**src/rtl/uart_tx.sv**
```systemverilog
// uart_tx: serial UART transmitter, 8N1 (8E1 when UART_TX_PARITY_EN is defined),
// LSB first, idle-high line, bit timing derived from clk.
// Optional feature macro: UART_TX_PARITY_EN (adds an even-parity bit after the data bits).
//
// Handshake: a byte is taken on any rising clk edge where tx_valid && tx_ready.
// tx_valid and tx_data are ignored while tx_ready is low. tx_ready is a registered
// output that is high exactly while the FSM is in IDLE. tx_busy is its complement.
module uart_tx #(
  parameter int CLK_FREQ = 100_000_000,
  parameter int BAUD     = 115_200
) (
  input  logic       clk,
  input  logic       rst,
  input  logic       tx_valid,
  input  logic [7:0] tx_data,
  output logic       tx_ready,
  output logic       txd,
  output logic       tx_busy
);

  // Whole clocks per line bit. The divide truncates. Configurations are expected
  // to give a value of 2 or more.
  localparam int CLKS_PER_BIT = CLK_FREQ / BAUD;
  localparam int CNT_W        = (CLKS_PER_BIT > 2) ? $clog2(CLKS_PER_BIT) : 1;
  localparam logic [CNT_W-1:0] LAST_CNT = CNT_W'(CLKS_PER_BIT - 1);

  typedef enum logic [2:0] {
    IDLE   = 3'd0,
    START  = 3'd1,
    DATA   = 3'd2,
`ifdef UART_TX_PARITY_EN
    PARITY = 3'd3,
`endif
    STOP   = 3'd4
  } state_t;

  state_t           state;
  logic [CNT_W-1:0] baud_cnt;
  logic [2:0]       bit_cnt;
  logic [7:0]       shreg;
`ifdef UART_TX_PARITY_EN
  logic             parity_bit;
`endif

  // The end of a bit period is reached when the baud counter hits its last count.
  logic bit_done;
  assign bit_done = (baud_cnt == LAST_CNT);

  assign tx_busy = ~tx_ready;

  // Frame sequencer. txd and tx_ready are registered, so the line never glitches.
  // The txd value for the next state is loaded on the same edge as the state change.
  always_ff @(posedge clk) begin
    if (rst) begin
      state    <= IDLE;
      txd      <= 1'b1;
      tx_ready <= 1'b1;
      baud_cnt <= '0;
      bit_cnt  <= '0;
      shreg    <= '0;
`ifdef UART_TX_PARITY_EN
      parity_bit <= 1'b0;
`endif
    end else begin
      case (state)
        IDLE: begin
          txd      <= 1'b1;
          tx_ready <= 1'b1;
          baud_cnt <= '0;
          bit_cnt  <= '0;
          if (tx_valid && tx_ready) begin
            shreg    <= tx_data;
`ifdef UART_TX_PARITY_EN
            parity_bit <= ^tx_data;
`endif
            state    <= START;
            txd      <= 1'b0;
            tx_ready <= 1'b0;
          end
        end

        START: begin
          if (bit_done) begin
            baud_cnt <= '0;
            state    <= DATA;
            txd      <= shreg[0];
          end else begin
            baud_cnt <= baud_cnt + 1'b1;
          end
        end

        DATA: begin
          if (bit_done) begin
            baud_cnt <= '0;
            // Bit 0 of the shift register is always the bit now on the line.
            shreg    <= {1'b0, shreg[7:1]};
            bit_cnt  <= bit_cnt + 1'b1;
            if (bit_cnt == 3'd7) begin
`ifdef UART_TX_PARITY_EN
              state <= PARITY;
              txd   <= parity_bit;
`else
              state <= STOP;
              txd   <= 1'b1;
`endif
            end else begin
              txd <= shreg[1];
            end
          end else begin
            baud_cnt <= baud_cnt + 1'b1;
          end
        end

`ifdef UART_TX_PARITY_EN
        PARITY: begin
          if (bit_done) begin
            baud_cnt <= '0;
            state    <= STOP;
            txd      <= 1'b1;
          end else begin
            baud_cnt <= baud_cnt + 1'b1;
          end
        end
`endif

        STOP: begin
          if (bit_done) begin
            baud_cnt <= '0;
            state    <= IDLE;
            tx_ready <= 1'b1;
            txd      <= 1'b1;
          end else begin
            baud_cnt <= baud_cnt + 1'b1;
          end
        end

        default: begin
          state    <= IDLE;
          txd      <= 1'b1;
          tx_ready <= 1'b1;
          baud_cnt <= '0;
          bit_cnt  <= '0;
        end
      endcase
    end
  end

endmodule

```
**config.mk**
```make
export PLATFORM = sky130hd
export DESIGN_NAME = uart_tx
export DESIGN_NICKNAME = d
export VERILOG_FILES = /design/src/rtl/uart_tx.sv
export SDC_FILE = /design/constraint.sdc
export NUM_CORES = 1
export LEC_CHECK = 0
export BUFFER_PORTS_ARGS = -buffer_cell sky130_fd_sc_hd__buf_4
export CAP_MARGIN = 20
export CORE_MARGIN = 2
export CORE_UTILIZATION = 45
export DETAILED_ROUTE_END_ITERATION = 12
export GPL_TIMING_DRIVEN = 0
export HOLD_SLACK_MARGIN = 0.1
export PLACE_DENSITY_LB_ADDON = 0.2
export SLEW_MARGIN = 20
export SYNTH_ARGS = -nofsm -noshare
export SYNTH_HDL_FRONTEND = slang
export SYNTH_SLANG_ARGS = --single-unit
export TNS_END_PERCENT = 20
```
**constraint.sdc**
```tcl
create_clock -name clk -period 2.3 [get_ports clk]
set_clock_uncertainty 0.2 [all_clocks]
set_input_delay 0.46 -clock clk [delete_from_list [all_inputs] [get_ports clk]]
set_output_delay 0.46 -clock clk [all_outputs]
set_load 0.01 [all_outputs]
```
## Word level (Yosys, flattened, before mapping)

Index checks and enable logic that the tools add are counted.

- Register bits: 26
- Bits of input ports: 11
- Output and inout bits: 3

- Bitwise operators: 4
- Mux-type cells: 18
- Reduce and logical (&&, ||, !) cells: 12
- Eq/ne operators: 10
- Add/sub/neg operators: 2

Operator list:

| cell | count |
|---|---|
| 2-to-1 mux 3 bit | 6 |
| 2-to-1 mux 8 bit | 2 |
| case mux 8 bit (2 select lines) | 1 |
| case mux 3 bit (4 select lines) | 1 |
| adder 10 x 1 -> 10 bit (second input constant) | 1 |
| equality test 10 bit (second input constant) | 1 |
| inequality test 2 bit (second input constant) | 5 |
| equality test 3 bit (second input constant) | 2 |
| case mux 3 bit (2 select lines) | 1 |
| AND reduction 3 bit | 2 |
| OR reduction 3 bit | 2 |
| 2-to-1 mux 1 bit | 5 |
| AND reduction 5 bit | 1 |
| inverter 1 bit | 4 |
| case mux 1 bit (4 select lines) | 1 |
| AND reduction 2 bit | 2 |
| OR reduction 2 bit | 2 |
| adder 3 x 1 -> 3 bit (second input constant) | 1 |
| equality test 3 x 1 -> 1 bit (second input constant) | 1 |
| equality test 3 x 2 -> 1 bit (second input constant) | 1 |
| logical NOT 3 bit | 1 |
| case mux 1 bit (3 select lines) | 1 |
| nonzero test 2 bit | 1 |
| logical AND 1 bit | 1 |

## Logic depth before layout (Yosys ltp)

- Depth after elaboration: 4
- Depth in mapped cells: 6
- Gate-level depth less buffers: 5

## Worst setup path before layout

No wires, ideal clock.

- Path kind: register -> register
- From: register baud_cnt[3]
- To: register shreg[5]
- Stages on the path, launching flop included: 6
- Arrival time: 1.668 ns
- Path slack: 0.344 ns
- Cell sequence: dfxtp_1 > or4b_4 > o41ai_4 > buf_6 > a21oi_1 > a311oi_2

- Word-level cells in the longest chain between the ends: 3

RTL lines:

| item | line | source |
|---|---|---|
| start: declaration | 38 | `logic [CNT_W-1:0] baud_cnt;` |
| start signal: assignment | 88 | `baud_cnt <= baud_cnt + 1'b1;` |
| start signal: assignment | 110 | `baud_cnt <= baud_cnt + 1'b1;` |
| start signal: assignment | 133 | `baud_cnt <= baud_cnt + 1'b1;` |
| equality test 10 bit | 47 | `assign bit_done = (baud_cnt == LAST_CNT);` |
| inequality test 2 bit (no line) | - |  |
| AND reduction 3 bit (no line) | - |  |
| end signal: assignment | 72 | `shreg <= tx_data;` |
| end signal: assignment | 96 | `shreg <= {1'b0, shreg[7:1]};` |
| end: declaration | 40 | `logic [7:0] shreg;` |

Every way passes these cells.
A chain may end at the register's enable or synchronous reset.

## Worst setup path after layout

- From: register baud_cnt[3]
- To: register shreg[6]

Same word-level chain as after synthesis.

==> reports/qor.txt <==
Max-cap violations -> 0
Fin crit period -> 2.133 ns
Post-Syn Area -> 0.001311 mm^2
Drt pass-1 iters -> 4
DR vias -> 1109
DR iter-0 viols -> 34
Most common cell after layout, fill and taps aside -> dfxtp_1
Outcome -> complete, no violations
Crit path DAT -> 2.19 ns
R2R Path Start -> baud_cnt[3]
Ys Warns -> 0
Ports -> 14
Reg clk slew, reported paths -> 0.15 ns
Syn Nets -> 157
Setup ws final -> 0.1666 ns
Placed inst area -> 0.001448 mm^2
Core Rows -> 19
DIE WIDTH -> 57.98 um
Vias per Instance -> 5.837
CP endpoint kind -> flip-flop
Hold path startpoint -> tx_data[7]
Final WL -> 2664 um
Met3 usage -> 0.02679
Syn-to-layout area delta -> 12.88%
NumNets Final -> 174
Post-synth top area share -> 0.3969
Clk sinks -> 26
Syn Area/Cell -> 9.170 um^2
H-tree levels -> 1
Critical path type -> flip-flop to flip-flop
Pins over their slew limit -> 0
Busiest grt layer -> met2
CTS resizes -> 0
Die height -> 57.98 um
Clock latency on the worst-skew pair -> 0.33 ns
Total gr overflow -> 0
Vias in the first global route -> 1082
# setup viols final -> 0
Worst setup path startpoint -> baud_cnt[3]
Setup tns final -> 0 ns
Power Density -> 572.5 mW/mm^2
Worst slack, placed -> 0.1951 ns
Crit path launch type -> flip-flop
Synth top area cells -> dfxtp_1, mux2i_1, nor2_1
Final HPWL DP -> 1984 um
Leakage -> 0.0005072 uW
Worst Max-Slew Pin Slew -> 0.5854 ns
Avg WL per Cell -> 14.02 um
Wire length of the first global-routing pass -> 4602 um
Pwr Total -> 847.5 uW
GPL Wtd Cong -> 0.7795
Final ANT Viol Nets -> 0
Final hold vios -> 0
Largest net degree at the start of global routing -> 15
Seq/Total Area, Yosys -> 0.3969
Fin area -> 0.001480 mm^2
Area of the multi-input gates -> 724.4 um^2
Final-layout fill cell count -> 252
PortBufs -> 13
Total GRT Usage -> 0.1741
Post-CTS Setup Inserts -> 0
CP Data Required Time -> 2.36 ns
Die area -> 0.003362 mm^2
Most frequent cells in the layout -> dfxtp_1, nor2_1, buf_4
Starting density of the core -> 0.4755
Clk root buf -> clkbuf_4
Synth unique cells -> 40
Critical path peak fanout -> 10
# DRC -> 0
Maximum clock rate -> 468.7 MHz
Largest area contributor in the netlist -> dfxtp_1
Diodes inserted -> 0
Hold crit path type -> primary input to flip-flop
CTS Buffer Depth -> 2
Cells after synthesis -> 143
RSZ-0062 raised after global routing -> false
Core ar. -> 0.002758 mm^2
Post-CTS Hold Fix Bufs -> 0
Met1 GRT Util -> 0.2255
Peak supply drop -> 0.0003733 V
CTS tree -> done
Clock buffers created by TritonCTS -> 3
Met2 usage -> 0.2890
Storage cell area -> 520.5 um^2
Yosys reg bits -> 26
Max-slew headroom -> 0.6083
Period utilization -> 0.9276
Initial antenna violation count -> 0
Share of layout cells above drive strength 1 -> 0.1761
## synth_stat cells
library cell,n
dfxtp_1,26
nor2_1,14
a21oi_1,10
mux2i_1,8
nand3_1,8
nand2_1,7
clkbuf_1,5
inv_1,5
nand2b_1,5
xnor2_1,5
a311oi_1,4
a311oi_2,3
ha_1,3
nor3_1,3
nor4_1,3
xor2_1,3
a31oi_1,2
buf_2,2
nand3b_1,2
nor2b_1,2
o21ai_0,2
o31ai_1,2
o32ai_1,2
a211o_1,1
a211oi_1,1
a21oi_2,1
and2_1,1
buf_1,1
buf_6,1
inv_2,1
nand4_1,1
nor3_2,1
o211ai_1,1
o21a_1,1
o2bb2ai_1,1
o311a_1,1
o41a_1,1
o41ai_4,1
or3_1,1
or4b_4,1
## through the flow
stage,instances,utilization,hold WS [ns]
after CTS,191,0.5381,0.2243
after detailed placement,187,0.5250,0.2557
after global routing,190,0.5368,0.2063
after global placement,187,0.5250,0.2455
after floorplan,143,-,0.2299
final,190,0.5368,0.2224
## area by class of cell
type | instances | share of cell area
Buffer | 8 | 0.02705
Multi-Input combinational cell | 102 | 0.4894
Clock buffer | 4 | 0.02451
Tap cell | 31 | 0.02620
Sequential cell | 26 | 0.3516
Inverter | 6 | 0.01522
Timing Repair Buffer | 13 | 0.06593
## flip-flops by register name (all words and copies together), names as in the netlist
signal    flops
baud_cnt     10
shreg         8
bit_cnt       3
state         3
tx_ready      1
txd           1
## power breakdown
part | leakage, uW | switching, uW | internal, uW
registers | 0.000212 | 16.6 | 471
clock network | 0.0000210 | 139 | 97.0
logic | 0.000274 | 63.9 | 59.6
total | 0.000507 | 220 | 628
## path summary, 6_finish.rpt
check / to / slack [ns] / depth (start not counted)
hold / removal: shreg[7] / 0.22 / 3
hold reg to reg: baud_cnt[0] / 0.28 / 1
setup reg to reg: shreg[6] / 0.17 / 5
setup / recovery: shreg[6] / 0.17 / 5
## kinds of logic after synthesis
kind of cell,synth area share
adder cells (fa/ha/maj),0.02863
AND/OR/NAND/NOR,0.1937
flip-flops,0.3969
multiplexers,0.06107
buffers and inverters,0.05057
AO/OA/AOI/OAI,0.2157
XOR/XNOR,0.05344
## critical path: stages, from the launching register on
cell,delay (ns)
dfxtp_1,0.37
or4b_4,0.58
o41ai_4,0.36
buf_6,0.21
a21oi_1,0.09
a311oi_2,0.25
## routing by layer
layer / share of wire / wire length, um
met3: 0.041 / 108
met2: 0.47 / 1257
met1: 0.47 / 1259
met4: 0.014 / 38
met5: 0 / 0
No activity file was read; power rests on OpenSTA's default activity.
